--- src/rtl/core_pipe_pkg.sv ---
// Shared field layouts and widths for the inter-stage registers of the 5-stage RISC-V core.
package core_pipe_pkg;

  localparam int ID_DATA_W  = 96;
  localparam int EX_CTRL_W  = 10;
  localparam int EX_DATA_W  = 175;
  localparam int MEM_CTRL_W = 4;
  localparam int MEM_DATA_W = 101;
  localparam int WB_CTRL_W  = 3;
  localparam int WB_DATA_W  = 101;

  // IF/ID carries no control; the decoder produces it downstream.
  typedef struct packed {
    logic [31:0] instr;
    logic [31:0] pc;
    logic [31:0] pc_plus4;
  } id_data_t;

  typedef struct packed {
    logic       reg_write;
    logic [1:0] result_src;
    logic       mem_write;
    logic       jump;
    logic       branch;
    logic [2:0] alu_control;
    logic       alu_src;
  } ex_ctrl_t;

  typedef struct packed {
    logic [31:0] rd1;
    logic [31:0] rd2;
    logic [31:0] pc;
    logic [4:0]  rs1;
    logic [4:0]  rs2;
    logic [4:0]  rd;
    logic [31:0] ext_imm;
    logic [31:0] pc_plus4;
  } ex_data_t;

  typedef struct packed {
    logic       reg_write;
    logic [1:0] result_src;
    logic       mem_write;
  } mem_ctrl_t;

  typedef struct packed {
    logic [31:0] alu_result;
    logic [31:0] write_data;
    logic [4:0]  rd;
    logic [31:0] pc_plus4;
  } mem_data_t;

  typedef struct packed {
    logic       reg_write;
    logic [1:0] result_src;
  } wb_ctrl_t;

  typedef struct packed {
    logic [31:0] alu_result;
    logic [31:0] read_data;
    logic [4:0]  rd;
    logic [31:0] pc_plus4;
  } wb_data_t;

  // A bubble is all-zero control: no register write, no memory write, no jump or branch.
  localparam ex_ctrl_t  EX_BUBBLE  = '0;
  localparam mem_ctrl_t MEM_BUBBLE = '0;
  localparam wb_ctrl_t  WB_BUBBLE  = '0;

endpackage

--- src/rtl/pipe_skid_entry.sv ---
// One holding entry of a pipeline stage: valid flag plus control and data payload.
module pipe_skid_entry #(
  parameter int CTRL_W   = 10,
  parameter int DATA_W   = 175,
  parameter bit CLR_DATA = 1'b0
) (
  input  logic              clk,
  input  logic              rst_n,
  input  logic              clr,
  input  logic              load,
  input  logic              drop,
  input  logic [CTRL_W-1:0] ctrl_d,
  input  logic [DATA_W-1:0] data_d,
  output logic              valid,
  output logic [CTRL_W-1:0] ctrl_q,
  output logic [DATA_W-1:0] data_q
);

  // Control is zeroed whenever the entry empties so a stale entry can never act as an instruction.
  always_ff @(posedge clk or negedge rst_n) begin
    if (!rst_n) begin
      valid  <= 1'b0;
      ctrl_q <= '0;
      data_q <= '0;
    end else if (clr) begin
      valid  <= 1'b0;
      ctrl_q <= '0;
      if (CLR_DATA) data_q <= '0;
    end else if (load) begin
      valid  <= 1'b1;
      ctrl_q <= ctrl_d;
      data_q <= data_d;
    end else if (drop) begin
      valid  <= 1'b0;
      ctrl_q <= '0;
    end
  end

endmodule

--- src/rtl/pipe_stage_reg.sv ---
// Parametrised valid/ready pipeline register with optional 2-entry skid buffer,
// synchronous flush and a saturating bubble counter.
module pipe_stage_reg
  import core_pipe_pkg::*;
#(
  parameter int CTRL_W   = EX_CTRL_W,
  parameter int DATA_W   = EX_DATA_W,
  parameter int SKID     = 1,
  parameter bit CLR_DATA = 1'b0,
  parameter int CNT_W    = 16
) (
  input  logic              clk,
  input  logic              rst_n,
  input  logic              CLR,
  input  logic              in_valid,
  output logic              in_ready,
  input  logic [CTRL_W-1:0] in_ctrl,
  input  logic [DATA_W-1:0] in_data,
  output logic              out_valid,
  input  logic              out_ready,
  output logic [CTRL_W-1:0] out_ctrl,
  output logic [DATA_W-1:0] out_data,
  output logic [1:0]        occupancy,
  output logic [CNT_W-1:0]  bubble_cnt
);

  localparam logic [CNT_W-1:0] CNT_MAX = '1;

  logic              in_xfer;
  logic              out_xfer;
  logic              main_v;
  logic              main_load;
  logic              main_drop;
  logic              from_skid;
  logic [CTRL_W-1:0] main_ctrl;
  logic [DATA_W-1:0] main_data;
  logic [CTRL_W-1:0] main_ctrl_d;
  logic [DATA_W-1:0] main_data_d;
  logic              skid_v;
  logic [CTRL_W-1:0] skid_ctrl;
  logic [DATA_W-1:0] skid_data;

  // Flush masks both handshakes so nothing moves in a flush cycle.
  assign in_xfer  = in_valid & in_ready & ~CLR;
  assign out_xfer = main_v & out_ready & ~CLR;

  generate
    if (SKID != 0) begin : g_skid
      logic skid_load;

      // in_ready comes straight from a flop, breaking the backward ready path.
      assign in_ready  = ~skid_v;
      assign from_skid = skid_v & out_xfer;
      assign main_load = from_skid | (in_xfer & (~main_v | out_xfer));
      assign main_drop = out_xfer;
      assign skid_load = in_xfer & main_v & ~out_xfer;

      pipe_skid_entry #(
        .CTRL_W   (CTRL_W),
        .DATA_W   (DATA_W),
        .CLR_DATA (CLR_DATA)
      ) u_skid (
        .clk    (clk),
        .rst_n  (rst_n),
        .clr    (CLR),
        .load   (skid_load),
        .drop   (from_skid),
        .ctrl_d (in_ctrl),
        .data_d (in_data),
        .valid  (skid_v),
        .ctrl_q (skid_ctrl),
        .data_q (skid_data)
      );
    end else begin : g_flow
      assign in_ready  = ~main_v | out_ready;
      assign from_skid = 1'b0;
      assign main_load = in_xfer;
      assign main_drop = out_xfer;
      assign skid_v    = 1'b0;
      assign skid_ctrl = '0;
      assign skid_data = '0;
    end
  endgenerate

  assign main_ctrl_d = from_skid ? skid_ctrl : in_ctrl;
  assign main_data_d = from_skid ? skid_data : in_data;

  // Load wins over drop inside the entry, which gives pass-through on simultaneous in/out.
  pipe_skid_entry #(
    .CTRL_W   (CTRL_W),
    .DATA_W   (DATA_W),
    .CLR_DATA (CLR_DATA)
  ) u_main (
    .clk    (clk),
    .rst_n  (rst_n),
    .clr    (CLR),
    .load   (main_load),
    .drop   (main_drop),
    .ctrl_d (main_ctrl_d),
    .data_d (main_data_d),
    .valid  (main_v),
    .ctrl_q (main_ctrl),
    .data_q (main_data)
  );

  assign out_valid = main_v;
  assign out_ctrl  = main_ctrl;
  assign out_data  = main_data;
  assign occupancy = {1'b0, main_v} + {1'b0, skid_v};

  always_ff @(posedge clk or negedge rst_n) begin
    if (!rst_n) begin
      bubble_cnt <= '0;
    end else if (~main_v & out_ready & ~CLR & (bubble_cnt != CNT_MAX)) begin
      bubble_cnt <= bubble_cnt + CNT_W'(1);
    end
  end

endmodule

--- config.mk ---
export PLATFORM = sky130hd
export DESIGN_NAME = pipe_stage_reg
export DESIGN_NICKNAME = d
export VERILOG_FILES = /design/src/rtl/core_pipe_pkg.sv /design/src/rtl/pipe_skid_entry.sv /design/src/rtl/pipe_stage_reg.sv
export SDC_FILE = /design/constraint.sdc
export NUM_CORES = 1
export LEC_CHECK = 0
export BUFFER_PORTS_ARGS = -buffer_cell sky130_fd_sc_hd__buf_2
export CAP_MARGIN = 20
export CORE_ASPECT_RATIO = 1.2
export CORE_MARGIN = 4
export CORE_UTILIZATION = 30
export CTS_CLUSTER_SIZE = 28
export DETAILED_ROUTE_END_ITERATION = 12
export PLACE_DENSITY = 0.58
export SYNTH_ARGS = -nofsm -noshare
export SYNTH_HDL_FRONTEND = slang
export SYNTH_SLANG_ARGS = --single-unit
--- constraint.sdc ---
create_clock -name clk -period 2.9 [get_ports clk]
set_clock_uncertainty 0.1 [all_clocks]
set_input_delay 0.725 -clock clk [delete_from_list [all_inputs] [get_ports clk]]
set_output_delay 0.725 -clock clk [all_outputs]
set_load 0.1 [all_outputs]
### Yosys cells after proc, flatten, opt, wreduce, memory -nomap -nowiden

Index checks and enable logic that the tools add are counted.

| word-level totals | value |
|---|---|
| input port bits | 190 |
| output and inout port bits | 205 |
| word-level logic and storage cells | 45 |
| flip-flop bits (word level) | 388 |

| operators by class | value |
|---|---|
| add/subtract/negate cells | 2 |
| multiplexer cells | 14 |
| reductions and logical operators | 4 |
| bitwise operators | 17 |
| equality and inequality tests | 1 |

Operators with widths:

| cell | count |
|---|---|
| $mux 175 | 1 |
| $mux 10 | 7 |
| $add 16x1->16 const B | 1 |
| $ne 16x16->1 const B | 1 |
| $and 1x1->1 | 11 |
| $mux 1 | 6 |
| $reduce_bool 3->1 | 2 |
| $not 1->1 | 4 |
| $reduce_and 2->1 | 2 |
| $add 1x1->2 | 1 |
| $or 1x1->1 | 2 |

### Depth between registers and ports, before layout

| logic depth | value |
|---|---|
| word-level depth | 7 |
| mapped depth | 9 |
| gate-level depth less buffers | 5 |

### Cells and area by module

Synthesis repeated with hierarchy kept, for this count alone.

| second synthesis, totals | value |
|---|---|
| cells, all modules | 1,130 |
| area, all modules | 18,177.4 um^2 |

By module, submodules not included:

| module | cells each | sequential area each (um^2) | instances | area an instance (um^2) |
|---|---|---|---|---|
| pipe_skid_entry | 419 | 4,654.5 | 2 | 7,551.0 |
| pipe_stage_reg | 292 | 400.4 | 1 | 3,075.4 |

### Worst setup path before layout

No wires, ideal clock.

| path | value |
|---|---|
| path kind | reg-to-output |
| start | reg u_main.valid |
| end | out occupancy[1] |
| path slack | 0.217 ns |
| required time | 2.075 ns |
| path buffers | 0 |
| data arrival time | 1.858 ns |
| cell stages (with the launch flop) | 2 |
| path through | dfrtp_1 ha_1 |

| on the way | value |
|---|---|
| word-level cells in the longest chain between the ends | 1 |

Ends and longest elaborated chain:

| what | line | text |
|---|---|---|
| start, declared | pipe_skid_entry.sv:14 | `output logic valid,` |
| start signal, assigned | pipe_skid_entry.sv:22 | `valid <= 1'b0;` |
| start signal, assigned | pipe_skid_entry.sv:26 | `valid <= 1'b0;` |
| start signal, assigned | pipe_skid_entry.sv:30 | `valid <= 1'b1;` |
| $add 1x1->2 | pipe_stage_reg.sv:109 | `assign occupancy = {1'b0, main_v} + {1'b0, skid_v};` |
| end, declared | pipe_stage_reg.sv:23 | `output logic [1:0] occupancy,` |

Every way passes these cells.

### Final worst setup path

| path | value |
|---|---|
| start | reg u_main.valid |
| end | out occupancy[0] |

The elaborated chain is that of the path after synthesis.

==> results_dict.tcl <==
set metrics [dict create \
    gp_congestion 0.8317 \
    cp-endpoint "occupancy[0]" \
    dpl.hpwl_um 31610 \
    maxSlewViolCount 0 \
    final_cell_mix "nand2_1 (718), buf_2 (393), dfrtp_1 (388)" \
    die_h_um 263.2 \
    ff2ff_path_depth 5 \
    synthArstFlopShare_pct 100.0 \
    die_w_um 220.7 \
    cts_hold_buf 0 \
    synth-seq-cells 388 \
    layout-drive-gt1-share_pct 24.76 \
    period_needed_ns 2.634 \
    multi_input_area_mm2 0.006047 \
    r2r_start "g_skid.u_skid.valid$_DFFE_PN0P_" \
    timing.setup.tns_ns 0 \
    critPathKind "flop to output pin" \
    power_frac_seq_pct 37.5 \
    cap_violations 0 \
    reg2reg_slack_ns 0.55 \
    viasPerCell 4.550 \
    synth_edf_count 0 \
    postRouteAntennaNets 0 \
    start_util_pct 30.29 \
    wl_per_cell_um 16.43 \
    finalWirelength_um 45590 \
    dieArea_mm2 0.05808 \
    ys_warn_count 0 \
    clkTransAtPathRegs_ns 0.06 \
    hold_viol 0 \
    htreeDepth 2 \
    clockPowerShare_pct 27.9 \
    first_global_vias 12810 \
    cts.sinks 388 \
    combPwrFrac_pct 34.6 \
    irDropWorstVdd_mv 0.4773 \
    power_density_mw_per_mm2 980.7 \
    antenna_found_initial 6 \
    switchingPower_uw 8891 \
    pin_count 395 \
    drc 0 \
    coreArea_mm2 0.05376 \
    ys_seq_area_share_pct 59.63 \
    status "finished, final reports clean" \
    clk_path_buf_depth 3 \
    row_count 93 \
    port_buffers 394 \
    synth.distinct_cells 36 \
    leakage_uw 0.01189 \
    cts_tree "done" \
    synthCells 1655 \
    synth_area_per_cell_um2 9.839 \
    fill_cells 5407 \
    synth_area_mm2 0.01628 \
    netlist_top_cells_area "dfrtp_1 (60%), nand2_1 (17%), mux2i_1 (11%), o21ai_1 (4.8%), buf_2 (1.2%)" \
    ys.flop_type "dfrtp_1" \
    crit_path_start "u_main.valid$_DFFE_PN0P_" \
    required_ns 2.08 \
    worst_skew_pair.late_latency_ns 0.55 \
    syn_to_final_growth_pct 26.83 \
    timing.rr.end "u_main.data_q[21]$_DFFE_PN0P_" \
    rsz0062_at_grt "no" \
    worst-slew-pin-transition_ns 1.083 \
    max_slew_margin_pct 27.78 \
    grt_overflow_total 0 \
    grt.total_usage_pct 15.35 \
    synth_nets 1847 \
    endpoint_kind "output pin" \
    post_cts_buffers 0 \
    drt_iter0_markers 731 \
    grt_pass1_wl_um 72170 \
    critPathArrivalTime_ns 1.81 \
    vias 12630 \
    setup_viol 0 \
    register_area_mm2 0.009709 \
    cts-buffers-inserted 43 \
    internal_power_uw 11360 \
    synth_top_area_share_pct 59.63 \
    fin_nets 2219 \
    path_max_fanout 13 \
    grt_max_degree 206 \
    startpoint_type "flop" \
    yosys.area.top_type "dfrtp_1" \
    hold_slack_ns 0.02083 \
    layout_commonest_cell "nand2_1" \
    post_cts_resize_count 0 \
    drtPass1Iterations 5 \
    switching_share_pct 43.90 \
    max_freq_mhz 379.6 \
    root_buffer "clkbuf_16" \
    fin_crit_sh_pct 90.84 \
    hp-class "input pin to asynchronous set/reset pin" \
]
-- cells by family after synthesis --
kind of cell / count (synthesis) / synth area share (%)
AOI/OAI and AO/OA: 200 / 6.447
xor gates and xnor gates: 15 / 0.8068
adders and majority gates: 2 / 0.1537
buffers and inverters: 106 / 3.296
DFF: 388 / 59.63
muxes: 186 / 11.44
and+or+nand+nor: 758 / 18.23
-- routing by layer --
layer	global-route usage [%]	vias up	part of all wire [%]
met5	0	-	0.088
met3	3.406	82	5.8
met1	18.79	6074	40
met4	5.230	6	3.3
met2	26.60	327	50
li1	-	6138	-
-- state kept, by name, summed over array words and instances, names as in the netlist --
signal / flops
g_skid.u_skid.data_q: 175
g_skid.u_skid.valid: 1
g_skid.u_skid.ctrl_q: 10
bubble_cnt: 16
u_main.ctrl_q: 10
u_main.data_q: 175
u_main.valid: 1
-- Yosys cell counts (all sizes together), types with 2 or more instances --
library cell and number:
nand3 5, nor3b 2, inv 2, a22o 10, ha 2, nand4b 3, nand4 5, mux2i 185
nand2 718, clkbuf 48, a21oi 2, o21ai 185, nor3 7, dfrtp 388, nor2 6, buf 56
and3 3, nor4 3, xor2 12, xnor2 3
-- critical path, stage by stage, from the launching register on --
cell,delay (ns)
dfrtp_1,0.50
ha_1,0.33
buf_2,0.42
-- worst min-delay path by stage --
stage | to | startpoint | slack [ns]
2_1_floorplan | bubble_cnt[0]$_DFFE_PN0P_ | rst_n | 0.33
3_3_place_gp | g_skid.u_skid.data_q[115]$_DFFE_PN0P_ | g_skid.u_skid.data_q[115]$_DFFE_PN0P_ | 0.36
3_5_place_dp | g_skid.u_skid.data_q[1]$_DFFE_PN0P_ | g_skid.u_skid.data_q[1]$_DFFE_PN0P_ | 0.36
4_1_cts | u_main.ctrl_q[7]$_DFFE_PN0P_ | rst_n | 0.02
5_1_grt | u_main.ctrl_q[7]$_DFFE_PN0P_ | rst_n | 0.03
6_report | u_main.ctrl_q[7]$_DFFE_PN0P_ | rst_n | 0.02
-- power by group through the flow --
stage	Sequential [µW]	Combinational, µW	Clock (µW)
after detailed placement	7680	7080	0
after floorplan	11800	1390	0
after CTS	7600	7080	5840
after global routing	7760	7410	6050
final	7590	7010	5650
after global placement	7650	6990	0
-- cell type report --
type	instances	share of cell area (%)
Inverter	2	0.03635
Clock inverter	11	0.5392
Sequential cell	388	47.01
Clock buffer	67	6.628
Timing Repair Buffer	431	12.15
Tap cell	712	4.314
Multi-Input combinational cell	1161	29.28
Antenna cell	3	0.03635
-- per-stage QoR --
step                area (µm²)  worst slack, ns  util [%]  power [µW]  instances
detailed placement       19160           0.3980     35.65       14770       2694
global route             20650           0.2053     38.42       21220       2775
finish                   20650           0.2657     38.42       20250       2775
global placement         19160           0.4530     35.65       14640       2694
floorplan                16280           0.2175         -       13180       1655
CTS                      20640           0.2232     38.40       20520       2772
Note: power is estimated with default switching activity, not from simulation.
